## config.mk

```make
export PLATFORM = sky130hd
export DESIGN_NAME = fetch_queue
export DESIGN_NICKNAME = d
export VERILOG_FILES = /design/src/rtl/pipeline_pkg.sv /design/src/rtl/fetch_queue_mem.sv /design/src/rtl/fetch_queue.sv
export SDC_FILE = /design/constraint.sdc
export NUM_CORES = 1
export LEC_CHECK = 0
export ABC_AREA = 1
export ABC_CLOCK_PERIOD_IN_PS = 1930
export CORE_MARGIN = 2
export CORE_UTILIZATION = 50
export CTS_CLUSTER_DIAMETER = 200
export DETAILED_ROUTE_END_ITERATION = 10
export PLACE_DENSITY = 0.72
export SYNTH_ARGS = -nofsm -noshare
export SYNTH_HDL_FRONTEND = slang
export SYNTH_SLANG_ARGS = --single-unit
```

## constraint.sdc

```tcl
create_clock -name clk -period 1.93 [get_ports clk]
set_clock_uncertainty 0.2 [all_clocks]
set_input_delay 0.4825 -clock clk [delete_from_list [all_inputs] [get_ports clk]]
set_output_delay 0.4825 -clock clk [all_outputs]
set_load 0.005 [all_outputs]
```

## src/rtl/pipeline_pkg.sv

```systemverilog
// Shared pipeline definitions: data width, canonical NOP and the fetch entry payload.
package pipeline_pkg;

    localparam int unsigned XLEN = 32;
    localparam int unsigned ILEN = 32;

    localparam logic [ILEN-1:0] INSTR_NOP = 32'h0000_0013;

    typedef struct packed {
        logic [XLEN-1:0] pc;
        logic [ILEN-1:0] instr;
    } fetch_entry_t;

endpackage

```

## src/rtl/fetch_queue_mem.sv

```systemverilog
// Fetch queue storage: DEPTH entries, one write port, one combinational read port.
module fetch_queue_mem
    import pipeline_pkg::*;
#(
    parameter int unsigned DEPTH = 4,
    parameter int unsigned AW    = $clog2(DEPTH)
) (
    input  logic          clk,
    input  logic          reset,
    input  logic          wr_en,
    input  logic [AW-1:0] wr_addr,
    input  fetch_entry_t  wr_data,
    input  logic [AW-1:0] rd_addr,
    output fetch_entry_t  rd_data
);

    fetch_entry_t mem_q [DEPTH];
    fetch_entry_t mem_d [DEPTH];

    always_comb begin
        mem_d = mem_q;
        if (wr_en) begin
            mem_d[wr_addr] = wr_data;
        end
    end

    always_ff @(posedge clk or negedge reset) begin
        if (!reset) begin
            mem_q <= '{default: '0};
        end else begin
            mem_q <= mem_d;
        end
    end

    assign rd_data = mem_q[rd_addr];

endmodule

```

## src/rtl/fetch_queue.sv

```systemverilog
// Instruction fetch queue: owns the fetch PC, buffers {pc, instr} pairs for decode.
// Optional FETCH_QUEUE_BYPASS_EN passes the current fetch straight to decode when empty.
module fetch_queue
    import pipeline_pkg::*;
#(
    parameter int unsigned     DEPTH    = 4,
    parameter logic [XLEN-1:0] RESET_PC = '0
) (
    input  logic                       clk,
    input  logic                       reset,
    output logic [XLEN-1:0]            imem_addr,
    input  logic [ILEN-1:0]            imem_rdata,
    input  logic                       redirect_valid,
    input  logic [XLEN-1:0]            redirect_pc,
    output logic                       out_valid,
    input  logic                       out_ready,
    output logic [XLEN-1:0]            out_pc,
    output logic [ILEN-1:0]            out_instr,
    output logic [$clog2(DEPTH):0]     occupancy
);

    localparam int unsigned AW = $clog2(DEPTH);
    localparam int unsigned CW = AW + 1;

    logic [XLEN-1:0] fetch_pc_q, fetch_pc_d;
    logic [AW-1:0]   wr_ptr_q, wr_ptr_d;
    logic [AW-1:0]   rd_ptr_q, rd_ptr_d;
    logic [CW-1:0]   count_q, count_d;

    logic         full_c, empty_c, bypass_c, push_c, pop_c;
    fetch_entry_t wr_data_c;
    fetch_entry_t rd_data_c;

    assign full_c  = (count_q == CW'(DEPTH));
    assign empty_c = (count_q == '0);

`ifdef FETCH_QUEUE_BYPASS_EN
    // Reset gating keeps decode outputs at zero while reset is held.
    assign bypass_c = empty_c && !redirect_valid && out_ready && reset;
`else
    assign bypass_c = 1'b0;
`endif

    assign push_c = !full_c && !redirect_valid && !bypass_c;
    assign pop_c  = !empty_c && out_ready && !redirect_valid;

    always_comb begin
        wr_data_c       = '0;
        wr_data_c.pc    = fetch_pc_q;
        wr_data_c.instr = imem_rdata;
    end

    // Next-state: redirect flushes everything; otherwise advance on push or bypass.
    always_comb begin
        fetch_pc_d = fetch_pc_q;
        wr_ptr_d   = wr_ptr_q;
        rd_ptr_d   = rd_ptr_q;
        count_d    = count_q;
        if (redirect_valid) begin
            fetch_pc_d = {redirect_pc[XLEN-1:2], 2'b00};
            wr_ptr_d   = '0;
            rd_ptr_d   = '0;
            count_d    = '0;
        end else begin
            if (push_c || bypass_c) begin
                fetch_pc_d = fetch_pc_q + XLEN'(4);
            end
            if (push_c) begin
                wr_ptr_d = wr_ptr_q + AW'(1);
            end
            if (pop_c) begin
                rd_ptr_d = rd_ptr_q + AW'(1);
            end
            if (push_c && !pop_c) begin
                count_d = count_q + CW'(1);
            end else if (pop_c && !push_c) begin
                count_d = count_q - CW'(1);
            end
        end
    end

    always_ff @(posedge clk or negedge reset) begin
        if (!reset) begin
            fetch_pc_q <= RESET_PC;
            wr_ptr_q   <= '0;
            rd_ptr_q   <= '0;
            count_q    <= '0;
        end else begin
            fetch_pc_q <= fetch_pc_d;
            wr_ptr_q   <= wr_ptr_d;
            rd_ptr_q   <= rd_ptr_d;
            count_q    <= count_d;
        end
    end

    fetch_queue_mem #(
        .DEPTH (DEPTH),
        .AW    (AW)
    ) u_mem (
        .clk     (clk),
        .reset   (reset),
        .wr_en   (push_c),
        .wr_addr (wr_ptr_q),
        .wr_data (wr_data_c),
        .rd_addr (rd_ptr_q),
        .rd_data (rd_data_c)
    );

    assign imem_addr = fetch_pc_q;
    assign occupancy = count_q;
    assign out_valid = !redirect_valid && (!empty_c || bypass_c);
    assign out_pc    = bypass_c ? fetch_pc_q : rd_data_c.pc;
    assign out_instr = bypass_c ? imem_rdata : rd_data_c.instr;

endmodule

```

Word-level counts from Yosys, hierarchy flattened
Index checks and enable logic that the tools add are counted.
{ "word_totals": {"regBits": 295, "in_bits": 68, "out_inout_bits": 100, "wordCells": 54} }
{ "classes": {"addsub": 5, "n_lt_le_gt_ge": 3, "n_eq_ne": 1, "mux": 15, "n_bitwise": 2, "n_reduce_logical": 16} }
{ "op_table": {"columns": ["operator", "n"], "rows": [
  ["256-bit bitwise mux", 1],
  ["64-bit 2-to-1 mux", 3],
  ["64-bit binary-select mux with 2-bit select", 1],
  ["64-bit demux with 2-bit select", 1],
  ["32-bit 2-to-1 mux", 2],
  ["32-bit by 3-bit adder with 32-bit output, second input constant", 1],
  ["3-bit 2-to-1 mux", 3],
  ["2-bit 2-to-1 mux", 4],
  ["1-bit logical AND", 7],
  ["3-bit greater-or-equal comparator, second input constant", 2],
  ["2-bit NOT with 3-bit output", 2],
  ["1-bit logical NOT", 5],
  ["2-bit by 1-bit adder with 2-bit output, second input constant", 2],
  ["2-bit nonzero test", 2],
  ["3-bit by 1-bit adder with 3-bit output, second input constant", 1],
  ["3-bit equality test, second input constant", 1],
  ["3-bit logical NOT", 1],
  ["3-bit by 1-bit less-than comparator with 1-bit output, second input constant", 1],
  ["3-bit nonzero test", 1],
  ["3-bit by 1-bit subtractor with 3-bit output, second input constant", 1]
]} }

Depth between registers and ports, before layout
{ "logic_depth": {"word_depth": 8, "ltp_mapped": 10, "depth_no_buf": 10} }

By module
A second synthesis with hierarchy kept.
{ "hier_totals": {"cells_unflattened": 2262, "area_unflattened_um2": 16019.1} }
{ "by_module_without_submodules": {"columns": ["module", "n_inst", "cells_per_inst", "area_per_inst_um2", "seq_area_each_um2"], "rows": [
  ["fetch_queue_mem", 1, 1867, 13316.5, 6406.1],
  ["fetch_queue", 1, 395, 2702.6, 925.9]
]} }

Least setup slack after synthesis
Ideal clock, no wire load.
{ "synth_timing": {"path_type": "input-to-reg", "start": "input port redirect_valid", "end": "register count_q[2], in the netlist occupancy[2]", "setup_time_ps": 83, "t_arrival_ps": 1660, "required_ps": 1647, "setup_slack_ps": -12, "stages": 8, "n_path_buf": 1, "path_cell_list": "buf_2 inv_4 nand2_8 nor2_1 fa_1 xor2_1 xor2_1 o21ai_0"} }
{ "synth_via": {"elab_chain_len": 6, "word_cells_on_any_way": 10, "classes_between": "2 x mux; 8 x reduce/logical"} }
{ "synth_rtl": {"columns": ["item", "line_no", "text"], "rows": [
  ["start, declared", "fetch_queue.sv:13", "input logic redirect_valid,"],
  ["1-bit logical NOT", "fetch_queue.sv:44, fetch_queue.sv:45", null],
  ["1-bit logical AND", "fetch_queue.sv:45", "assign pop_c = !empty_c && out_ready && !redirect_valid;"],
  ["1-bit logical NOT", "fetch_queue.sv:74", "if (push_c && !pop_c) begin"],
  ["1-bit logical AND", "fetch_queue.sv:74", null],
  ["3-bit 2-to-1 mux", "fetch_queue.sv:74", null],
  ["3-bit 2-to-1 mux", "fetch_queue.sv:59", "if (redirect_valid) begin"],
  ["end signal, assigned", "fetch_queue.sv:92", "count_q <= count_d;"],
  ["end, declared", "fetch_queue.sv:28", "logic [CW-1:0] count_q, count_d;"]
]} }
Several ways; a longest one is shown, not always the timed one.
A chain may end at the register's enable or synchronous reset.

Final worst setup path
{ "layout_timing": {"start": "register rd_ptr_q[0]", "end": "output port out_instr[2]"} }
{ "layout_via": {"elab_chain_len": 4} }
{ "layout_rtl": {"columns": ["item", "line_no", "text"], "rows": [
  ["start, declared", "fetch_queue.sv:27", "logic [AW-1:0] rd_ptr_q, rd_ptr_d;"],
  ["start signal, assigned", "fetch_queue.sv:91", "rd_ptr_q <= rd_ptr_d;"],
  ["2-bit NOT with 3-bit output (not written as such)", "fetch_queue_mem.sv:35", "assign rd_data = mem_q[rd_addr];"],
  ["64-bit binary-select mux with 2-bit select", "fetch_queue_mem.sv:35", null],
  ["64-bit 2-to-1 mux (not written as such) (2 in series)", "fetch_queue_mem.sv:35", null],
  ["end, declared", "fetch_queue.sv:18", "output logic [ILEN-1:0] out_instr,"]
]} }
Every way passes these cells. The select of a mux whose other input is x is not followed.

==> out/results.ini <==
[floorplan]
start_util_pct = 51.0
rows = 59
die-area_sq_mm = 0.0280
die_height_um = 167
core-area_sq_mm = 0.0261
ios = 168
die_width_um = 167

[layout]
fillers = 1600
fin_util_pct = 78.4
nets = 2004
syn2layout_area_growth_pct = 53.7
diodes = 0
multi_input_area_sq_mm = 0.00686
layout-drive-gt1-share_pct = 37.4
stdcell_count = 2287
seqCellArea_sq_mm = 0.00716

[route]
vias = 13831
drtAntennaViolNets = 0
viasPerCell = 6.05
drc = 8
finalWirelength_um = 51400
drt_iter0_drc = 1747
wl_per_cell_um = 22.5
firstDrtPassIters = 9

[timing]
fmax_ghz = 0.352
drv_slew = 0
hold_violations = 0
slew_headroom_pct = 67.3
period_share_pct = 147
rsz0062_at_grt = yes
fin_ws_ns = -0.911
finalCriticalPeriod_ns = 2.84
tightest_slew_ns = 0.485
whs_ns = 0.181
finalSetupTns_ns = -59.71
setup-violations-final = 305

[worst_setup_path]
required_ns = 1.25
crit_arrival_ns = 2.16
cp-end-kind = output port
cp-start-kind = flop
critical_path_class = flop to output port
critical_path.startpoint = rd_ptr_q[0]
reg2reg_from = occupancy[1]
worstPathMaxFanout = 12

[power_and_ir_drop]
vdd_drop_max_mv = 0.866
power_density_mw_per_mm2 = 1520
total_leakage_power_uw = 0.00953

[synthesis]
postSynthCellCount = 1599
synth_top_family_by_area = simple AND/OR/NAND/NOR gates
synthSimpleGateAreaFrac_pct = 19.1
synth-seq-cells = 285
synth_mux_area_share_pct = 0
synth_compound_gate_area_share_pct = 18.5
syn_area_sq_mm = 0.0133
ys_types = 34
synth_adder_area_share_pct = 0.619
ys_seq_area_share_pct = 53.5
syn_avg_cell_area_sq_um = 8.34
synthXorXnorAreaFrac_pct = 0.854
ys_warn_count = 0

[place]
place_ws_ns = -0.511
port-buffer-count = 161
detailed_place_hpwl_um = 24200
gp_congestion = 0.936
dp.cells = 2083

[clock_tree]
clk_latency_ns = 0.56
cts-root-buf = clkbuf_16
clockBufferDepth = 3
numCtsBuffers = 30
cts.sinks = 285
cts_tree = yes
h-tree-depth = 1
clkTransAtPathRegs_ns = 0.06

[run]
max_cap_violations = 0

[global_routing]
grt_pass1_wl_um = 62600
antenna_found_initial = 0
globalRouteOverflowTotal = 0
track_usage_pct = 27.5
grt_max_degree = 60
grt_pass1_vias = 11970

[hold_path]
hold_class = input pin to async pin

[run_status]
status = complete, but fails checks
violations = DRC, setup timing

-- timing repair --
item | CTS | global route
setup endpoints to repair | 96 | 359
resized for setup | 483 | 559
setup buffers | 52 | 27
hold buffers | 1 | 0
pin swaps | 41 | 37
gates cloned | 7 | 68
hold endpoints to repair | 285 | 0
-- worst max-delay path: stages (launching register included) --
cell     delay (ns)
dfrtp_4        0.56
buf_6          0.18
buf_12         0.15
o21ai_0        0.42
o22ai_2        0.15
buf_2          0.16
-- logic make-up (layout without fill, tap and decap cells) --
logic type | count (synthesis) | after routing
AND/OR/NAND/NOR | 634 | 644
other | 1 | 4
AO/OA/AOI/OAI | 468 | 468
XOR/XNOR | 13 | 13
buffers and inverters | 192 | 532
adder cells (fa/ha/maj) | 6 | 6
flip-flops | 285 | 285
-- flip-flops by register name, indices dropped and copies added, names as in the netlist --
signal,flops
u_mem.mem_q,248
imem_addr,30
occupancy,3
rd_ptr_q,2
wr_ptr_q,2
-- synthesized netlist by cell type --
master    instances  share of area, %
nand2_1         407                11
o21ai_0         380                14
dfrtp_1         285                53
nor2_1          174               4.9
inv_1            81               2.3
o22ai_1          64               3.0
clkbuf_1         58               1.6
nand3_1          38               1.4
buf_6            26               2.2
buf_2            15              0.56
xor2_1           12              0.79
a21oi_1           8              0.30
o21ai_2           6              0.39
ha_1              5              0.47
nand2_8           5              0.75
buf_4             4              0.23
nor2_2            4              0.19
o211ai_1          3              0.17
o21ai_1           3              0.11
buf_8             2              0.23
clkinv_1          2             0.056
inv_2             2             0.056
nand4_1           2             0.094
nor2_4            2              0.17
o221ai_1          2              0.13
a31oi_1           1             0.047
conb_1            1             0.028
fa_1              1              0.15
inv_12            1              0.12
inv_4             1             0.047
nand2_2           1             0.047
nand2_4           1             0.084
o21bai_1          1             0.056
xnor2_1           1             0.066
-- power by group --
group	switching [uW]	internal, uW	total [uW]
Clock	2440	3240	5670
Sequential	2160	8560	10700
Combinational	7850	6990	14800
-- cell type report --
class / count / share of cell area, %
Clock inverter: 8 / 0.226
Sequential cell: 285 / 34.9
Timing Repair inverter: 2 / 0.226
Timing Repair Buffer: 389 / 22.9
Tap cell: 335 / 2.04
Multi-Input combinational cell: 1135 / 33.5
Clock buffer: 46 / 4.45
Inverter: 87 / 1.81
-- path summary, 6_finish.rpt --
path / slack (ns) / depth (start not counted) / endpoint
setup / recovery: -0.91 / 5 / out_instr[2]
hold / removal: 0.18 / 2 / u_mem.mem_q[153]
setup reg to reg: -0.20 / 12 / u_mem.mem_q[203]
hold reg to reg: 0.28 / 2 / u_mem.mem_q[249]
max in group asynchronous: 0.61 / 3 / rd_ptr_q[0]
min in group clk: 0.28 / 2 / u_mem.mem_q[249]
-- layer usage --
layer	share of wire, %	global-route usage, %	wire length, um
met1	37	38.5	18800
met2	49	46.7	25300
met3	9.1	3.43	4690
met4	5.0	5.41	2580
met5	0	0	0
-- metrics by stage --
step | power, uW | instance area, sq um
global placement | 19400 | 15800
detailed placement | 19700 | 15800
global route | 32700 | 20500
CTS | 26000 | 17500
floorplan | 15000 | 13300
finish | 31200 | 20500
-- placed cells by master (no fill, tap or decap), types with 7 or more instances in the layout --
| master | n |
|---|---|
| clkbuf_16 | 71 |
| clkdlybuf4s50_1 | 64 |
| inv_1 | 80 |
| dlygate4sd2_1 | 26 |
| buf_2 | 62 |
| o22ai_1 | 38 |
| buf_4 | 85 |
| nor2_1 | 142 |
| buf_8 | 10 |
| o22ai_2 | 26 |
| xor2_1 | 11 |
| clkbuf_8 | 8 |
| nand3_1 | 37 |
| dfrtp_1 | 266 |
| nand2_8 | 16 |
| o21ai_2 | 146 |
| o21ai_1 | 110 |
| nor2_2 | 33 |
| buf_16 | 9 |
| nand2_2 | 76 |
| o21ai_4 | 8 |
| nand2_1 | 289 |
| buf_12 | 50 |
| dfrtp_2 | 18 |
| clkbuf_1 | 7 |
| buf_6 | 35 |
| a21oi_1 | 7 |
| nand2_4 | 43 |
| o21ai_0 | 125 |
(Power assumes the default switching activity.)
